===== src/rtl/sync_fifo_burst_reader.sv =====
// Burst reader for sync_fifo: waits for BURST_LEN buffered words, then drains exactly one
// burst onto a valid/ready stream with sop/eop tags through a 3-entry skid buffer.
module sync_fifo_burst_reader #(
    parameter int DATA_SIZE  = 8,
    parameter int DATA_DEPTH = 16,
    parameter int APT_SIZE   = $clog2(DATA_DEPTH),
    parameter int BURST_LEN  = 4
) (
    input  logic                  clk_i,
    input  logic                  rst_i,
    input  logic                  enable_i,
    output logic                  fifo_rd_o,
    input  logic [DATA_SIZE-1:0]  fifo_dout_i,
    input  logic                  fifo_empty_i,
    input  logic [APT_SIZE:0]     fifo_usedw_i,
    output logic [DATA_SIZE-1:0]  out_data_o,
    output logic                  out_valid_o,
    input  logic                  out_ready_i,
    output logic                  out_sop_o,
    output logic                  out_eop_o,
    output logic                  busy_o,
    output logic [15:0]           burst_cnt_o
);

    localparam int ISS_W = $clog2(BURST_LEN) + 1;
    localparam logic [APT_SIZE:0] BURST_LEN_U = (APT_SIZE + 1)'(BURST_LEN);
    localparam logic [ISS_W-1:0]  BURST_LEN_I = ISS_W'(BURST_LEN);
    localparam logic [ISS_W-1:0]  LAST_IDX    = ISS_W'(BURST_LEN - 1);

    typedef enum logic [1:0] {
        IDLE  = 2'd0,
        BURST = 2'd1,
        DRAIN = 2'd2
    } state_t;

    typedef struct packed {
        logic [DATA_SIZE-1:0] data;
        logic                 sop;
        logic                 eop;
    } beat_t;

    state_t             state_q, state_d;
    logic [ISS_W-1:0]   issued_q, issued_d;
    logic               inflight_q, inflight_d;
    logic               inflight_sop_q, inflight_sop_d;
    logic               inflight_eop_q, inflight_eop_d;
    beat_t [2:0]        buf_q, buf_d;
    logic [2:0]         vld_q, vld_d;
    logic               busy_q, busy_d;
    logic [15:0]        burst_cnt_q, burst_cnt_d;

    logic  credit_ok;
    logic  rd;
    logic  pop;
    logic  placed;
    beat_t entry;

    // Stream handshake: a beat transfers on any edge where out_valid_o && out_ready_i;
    // while valid is high and ready low, data/sop/eop stay frozen on the head entry.
    assign pop = vld_q[0] && out_ready_i;

    // Credit uses only registered occupancy plus the in-flight read, so out_ready_i
    // never reaches the read strobe combinationally.
    assign credit_ok = inflight_q ? !vld_q[1] : !vld_q[2];
    assign rd        = (state_q == BURST) && !fifo_empty_i && credit_ok;

    always_comb begin
        state_d        = state_q;
        issued_d       = issued_q;
        burst_cnt_d    = burst_cnt_q;
        inflight_d     = rd;
        inflight_sop_d = (issued_q == '0);
        inflight_eop_d = (issued_q == LAST_IDX);

        case (state_q)
            IDLE: begin
                if (enable_i && (fifo_usedw_i >= BURST_LEN_U)) begin
                    state_d = BURST;
                end
            end
            BURST: begin
                if (rd) begin
                    issued_d = issued_q + ISS_W'(1);
                    if (issued_d == BURST_LEN_I) begin
                        state_d = DRAIN;
                    end
                end
            end
            DRAIN: begin
                if (pop && buf_q[0].eop) begin
                    state_d     = IDLE;
                    issued_d    = '0;
                    burst_cnt_d = burst_cnt_q + 16'd1;
                end
            end
            default: state_d = IDLE;
        endcase

        busy_d = (state_d != IDLE);
    end

    // Shift-down buffer: entry 0 is always the head, so the outputs come straight off flops.
    always_comb begin
        buf_d  = buf_q;
        vld_d  = vld_q;
        placed = 1'b0;
        entry  = '{data: fifo_dout_i, sop: inflight_sop_q, eop: inflight_eop_q};

        if (pop) begin
            buf_d[0] = buf_q[1];
            buf_d[1] = buf_q[2];
            vld_d    = {1'b0, vld_q[2:1]};
        end

        for (int i = 0; i < 3; i++) begin
            if (inflight_q && !placed && !vld_d[i]) begin
                buf_d[i] = entry;
                vld_d[i] = 1'b1;
                placed   = 1'b1;
            end
        end
    end

    always_ff @(posedge clk_i or posedge rst_i) begin
        if (rst_i) begin
            state_q        <= IDLE;
            issued_q       <= '0;
            inflight_q     <= 1'b0;
            inflight_sop_q <= 1'b0;
            inflight_eop_q <= 1'b0;
            buf_q          <= '0;
            vld_q          <= '0;
            busy_q         <= 1'b0;
            burst_cnt_q    <= '0;
        end else begin
            state_q        <= state_d;
            issued_q       <= issued_d;
            inflight_q     <= inflight_d;
            inflight_sop_q <= inflight_sop_d;
            inflight_eop_q <= inflight_eop_d;
            buf_q          <= buf_d;
            vld_q          <= vld_d;
            busy_q         <= busy_d;
            burst_cnt_q    <= burst_cnt_d;
        end
    end

    assign fifo_rd_o   = rd;
    assign out_data_o  = buf_q[0].data;
    assign out_sop_o   = buf_q[0].sop;
    assign out_eop_o   = buf_q[0].eop;
    assign out_valid_o = vld_q[0];
    assign busy_o      = busy_q;
    assign burst_cnt_o = burst_cnt_q;

endmodule


===== config.mk =====
export PLATFORM = sky130hd
export DESIGN_NAME = sync_fifo_burst_reader
export DESIGN_NICKNAME = d
export VERILOG_FILES = /design/src/rtl/sync_fifo_burst_reader.sv
export SDC_FILE = /design/constraint.sdc
export NUM_CORES = 1
export LEC_CHECK = 0
export ABC_AREA = 1
export BUFFER_PORTS_ARGS = -buffer_cell sky130_fd_sc_hd__buf_2
export CAP_MARGIN = 0
export CORE_MARGIN = 2
export CORE_UTILIZATION = 30
export DETAILED_ROUTE_END_ITERATION = 8
export PLACE_DENSITY = 0.51
export SLEW_MARGIN = 20
export SYNTH_ARGS = -nofsm -noshare
export SYNTH_HDL_FRONTEND = slang
export SYNTH_SLANG_ARGS = --single-unit

===== constraint.sdc =====
create_clock -name clk_i -period 2.78 [get_ports clk_i]
set_input_delay 0.556 -clock clk_i [delete_from_list [all_inputs] [get_ports clk_i]]
set_output_delay 0.556 -clock clk_i [all_outputs]
set_load 0.03 [all_outputs]

# Word-level counts from Yosys, hierarchy flattened
# Index checks and enable logic that the tools add are counted.
# classes
n_addsub	2
order_cmp	1
eq_ne	6
mux	18
n_reduce_logical	26
# ops
operator	n
2-to-1 mux 10 bit	2
2-to-1 mux 20 bit	1
adder 16 x 1 -> 16 bit (second input constant)	1
logical AND 1 bit	10
2-to-1 mux 3 bit	3
logical NOT 1 bit	8
2-to-1 mux 2 bit	4
nonzero test 2 bit	4
2-to-1 mux 1 bit	6
one-hot mux 2 bit (3 select lines)	1
one-hot mux 3 bit (2 select lines)	1
greater-or-equal comparator 5 x 3 -> 1 bit (second input constant)	1
!= test 2 bit (second input constant)	2
adder 3 x 1 -> 3 bit (second input constant)	1
== test 3 x 2 -> 1 bit (second input constant)	1
== test 3 bit (second input constant)	1
logical NOT 3 bit	1
AND reduction 3 bit	1
== test 2 x 1 -> 1 bit (second input constant)	1
== test 2 bit (second input constant)	1
logical NOT 2 bit	1
AND reduction 2 bit	1
# totals
register_bits	58
input_bits	18
wordCells	70

# Longest topological paths before layout
# logic_depth
ltp_word	13
mapped_depth	8
depth_no_buf	8

# Worst setup path before layout
# Ideal clock, no wire load.
# synth_path
kind	input-to-output
start	input fifo_empty_i
end	output fifo_rd_o
arrival_time_ns	1.005
required_ns	2.224
path_slack_ns	1.219
path_stages	3
n_path_buf	0
cell_sequence	inv_1 -> nand3_1 -> inv_1
# synth_between
elab_chain_cells	3
# synth_lines
element	line_no	rtl
start, declared	14	input logic fifo_empty_i,
logical NOT 1 bit	65	assign rd = (state_q == BURST) && !fifo_empty_i && credit_ok;
logical AND 1 bit (2 in a row)	65	
end, declared	12	output logic fifo_rd_o,
# No other way between the ends.

# Worst setup path after layout
# layout_path
start	register state_q[1]
end	output fifo_rd_o
# layout_between
elab_chain_cells	3
# layout_lines
element	line_no	rtl
start, declared	42	state_t state_q, state_d;
start signal, assigned	136	state_q <= state_d;
== test 2 x 1 -> 1 bit	65	
logical AND 1 bit (2 in a row)	65	
# No other way between the ends.

==> parameters.txt <==
Parameter                              Value

Run status
  Result of the run    complete, no violations

Floorplan
  Die boundary height    about 100 um
  Standard cell core area    between 9000 and 10000 um^2
  Number of top-level pins    47
  Width of the die    100 um
  Die area    between 10000 and 15000 um^2
  Starting utilization of the core area    30.6%
  Rows    35

Finish
  Final #Nets    around 370
  Area growth from synthesis to layout    18.5%
  Diode insertion count for antenna repair    0
  Layout cell share with drive strength beyond 1    roughly a quarter
  Utilization after layout    between 30% and 40%

Worst setup path
  CP bufs+invs    2
  CP arrival    1.54 ns
  Type of the worst setup path    reg -> out
  Worst R2R Setup Slack    about 1.1 ns
  Worst path required time    2.22 ns
  Worst reg-to-reg path cell count    8
  Nature of the critical path endpoint    primary output
  Highest fanout seen on the critical path    6
  Cell type group with the largest total delay on the critical path    simple AND/OR/NAND/NOR gates
  Startpoint types    flip-flop
  Critical register-to-register path endpoint    buf_q[17]$_DFFE_PP0P_
  CP cell instances    nor2_1 > nand3_1 > inv_1 > buf_2
  Cell with the biggest individual delay on the critical path    dfrtp_1
  Worst r2r src    vld_q[1]$_DFF_PP0_
  Largest stage delay on the critical path    0.39 ns

Job
  Max-cap viol count    0

Place
  Sum of net half-perimeters after detailed placement    3890 um
  Number of port buffers    44
  Placer's final routability congestion estimate    roughly 0.72

Clock tree
  Hold_buf cts    0
  Longest Clk Path Bufs    2
  Cts repair resizes    0
  TritonCTS clock tree    yes
  Post-CTS setup buffer count    0
  Num CTS Buffers    9
  Clock slew at the register clock pins of the worst setup and hold paths    0.07 ns
  Root buffer selected by CTS    clkbuf_8
  Level count of the clock H-tree    3
  Total clock sinks    a little under 60
  Clock latency on the worst-skew pair    approximately 0.33 ns

Timing
  Achievable Freq    0.477 GHz
  Shortest period the worst path allows    2.10 ns
  Hold violation count in the final report    0
  Unrepaired setup endpoints after global routing    no
  Final worst hold slack    between 0.3 and 0.4 ns
  Count of final setup violators    0
  Sum of negative setup slack    0 ns
  Final worst-path cycle share    75.4%
  Final number of max-transition violations    0
  Final clock skew    just over 0.008 ns
  Headroom to the max-slew limit    41.4%
  Worst-Margin Slew    roughly 0.9 ns

Synth
  Xor and xnor fraction of the mapped netlist area    under 10%
  Post-Synthesis Net Count    roughly 330
  Mapped Cells    310
  Simple-Gate Fraction of Synth Area    between 20% and 30%
  Combinational family with the most area after synthesis    simple AND/OR/NAND/NOR gates
  Count of synthesis-stage warnings from yosys    0
  Library cells used by synthesis    28
  Synthesized flop and latch total    between 50 and 60
  Mux cell area share after synthesis    0%
  Compound-gate portion of the synthesized area    6.92%
  Synth Area per Inst    8.99 um^2
  Fraction of the yosys area taken by sequential cells    a little over half
  Synth Area in Adders    1.80%
  Cell area after technology mapping    around 2800 um^2

Routing
  Routed Wire Length    between 5000 and 6000 um
  Vias per cell    4.57
  Number of iterations in the first detailed-routing pass    5
  Initial DRC Count    between 90 and 100
  Routed Antenna Nets    0
  Average routed wire per standard cell    12.0 um
  DR vias    2130
  Detailed-route DRC error count    0

Power
  Pwr dens    around 950 nW/um^2
  Leakage component of the power    1.69 nW
  Total Power Consumption    3.14 mW
  Maximum vdd ir drop    around 0.00035 V

Global routing
  First-pass GRT wire length    9910 um
  Maximum number of pins on one net before global-route repair    33
  Overall Global Routing Usage    about an eighth
  Number of antenna violations at the first check in global routing    0
  Global route total overflow    0
  Via count of the first global-routing pass    ~2.1k

Min path
  Path type of the worst min-delay path    in -> async
-- through the flow --
step / std cells / setup slack [ns] / instance area, um^2
after floorplan: 310 / 0.796 / 2790
final: 466 / 0.683 / 3300
after global routing: 466 / 0.474 / 3300
after detailed placement: 450 / 0.842 / 3070
after global placement: 450 / 0.850 / 3070
after CTS: 466 / 0.660 / 3300
-- how the worst max path moves through the flow --
stage          slack (ns)                     to  cells past startpoint                 start
3_5_place_dp         0.84  buf_q[16]$_DFFE_PP0P_                      8           out_ready_i
3_3_place_gp         0.85  buf_q[18]$_DFFE_PP0P_                      8           out_ready_i
2_1_floorplan        0.80  buf_q[10]$_DFFE_PP0P_                      1                 rst_i
6_report             0.68              fifo_rd_o                      4  state_q[1]$_DFF_PP0_
5_1_grt              0.47              fifo_rd_o                      4  state_q[1]$_DFF_PP0_
4_1_cts              0.66              fifo_rd_o                      4  state_q[1]$_DFF_PP0_
-- cell families (layout without fill, tap and decap cells) --
logic type      after synthesis  after routing
compound gates               24             24
flops                        58             58
simple gates                162            162
buf+inv                      51             96
xor+xnor                     11             11
fa+ha+maj                     4              4
-- flip-flops by register name, indices dropped and copies added (netlist names) --
register and count:
out_data_o 8, out_eop_o 1, inflight_sop_q 1, vld_q 3, inflight_q 1, inflight_eop_q 1, busy_o 1, issued_q 3
state_q 2, burst_cnt_o 16, out_sop_o 1, buf_q 20
-- power by group --
part / leakage (nW) / switching, mW / internal [mW]
combinational: 0.826 / 0.646 / 0.327
clock: 0.120 / 0.325 / 0.591
sequential: 0.742 / 0.148 / 1.10
total: 1.69 / 1.12 / 2.02
-- metal layers --
metal  vias up  part of all wire (%)  global-route usage, %
met2        61                    46                   18.9
met4         0                  0.84                   2.85
met1       974                    47                   16.6
li1       1089                     -                      -
met5         -                     0                      0
met3         6                   6.7                   5.29
-- Yosys cell counts --
library cell	instances	area, um^2
nand2_1	67	251
nand3_1	64	320
dfrtp_1	58	1450
inv_1	32	120
nor2_1	12	45.0
o211ai_1	9	67.6
o21ai_2	9	78.8
buf_4	8	60.1
xor2_1	8	70.1
nand4_1	6	37.5
buf_2	4	20.0
clkbuf_1	4	15.0
ha_1	4	50.1
nand2_2	4	25.0
nor2_4	4	45.0
o21ai_0	3	15.0
xnor2_1	3	26.3
buf_1	1	3.75
buf_6	1	11.3
inv_2	1	3.75
nand2_4	1	11.3
nand3b_1	1	7.51
nor2_2	1	6.26
nor3_1	1	5.00
nor3b_1	1	7.51
o21a_1	1	7.51
o21ai_4	1	16.3
o31ai_1	1	7.51
-- final cells by class --
cell class / instances / area, um^2
inverters: 33 / 124
clock inverters: 6 / 105
clock buffers: 10 / 128
multi-input cells: 201 / 1100
fillers: 962 / 5810
well taps: 111 / 139
flip-flops and latches: 58 / 1450
repair buffers: 47 / 255
-- worst reg2reg max path, stage by stage (launching register included) --
cell	delay [ns]
dfrtp_1	0.36
inv_1	0.10
nand2_1	0.08
nand3_1	0.18
inv_1	0.06
nand2_1	0.40
inv_2	0.23
nand2_1	0.11
nand3_1	0.08
-- layout by cell type (no fill, tap or decap), drive strengths merged --
master	count
o21a	1
bufinv	3
ha	4
nor3	1
buf	47
nor2	17
nand3b	1
nand3	64
o211ai	9
o21ai	13
o31ai	1
nand2	72
xnor2	3
inv	33
dfrtp	58
nand4	6
clkinv	3
xor2	8
clkbuf	10
nor3b	1
Note: power is estimated with default switching activity, not from simulation.
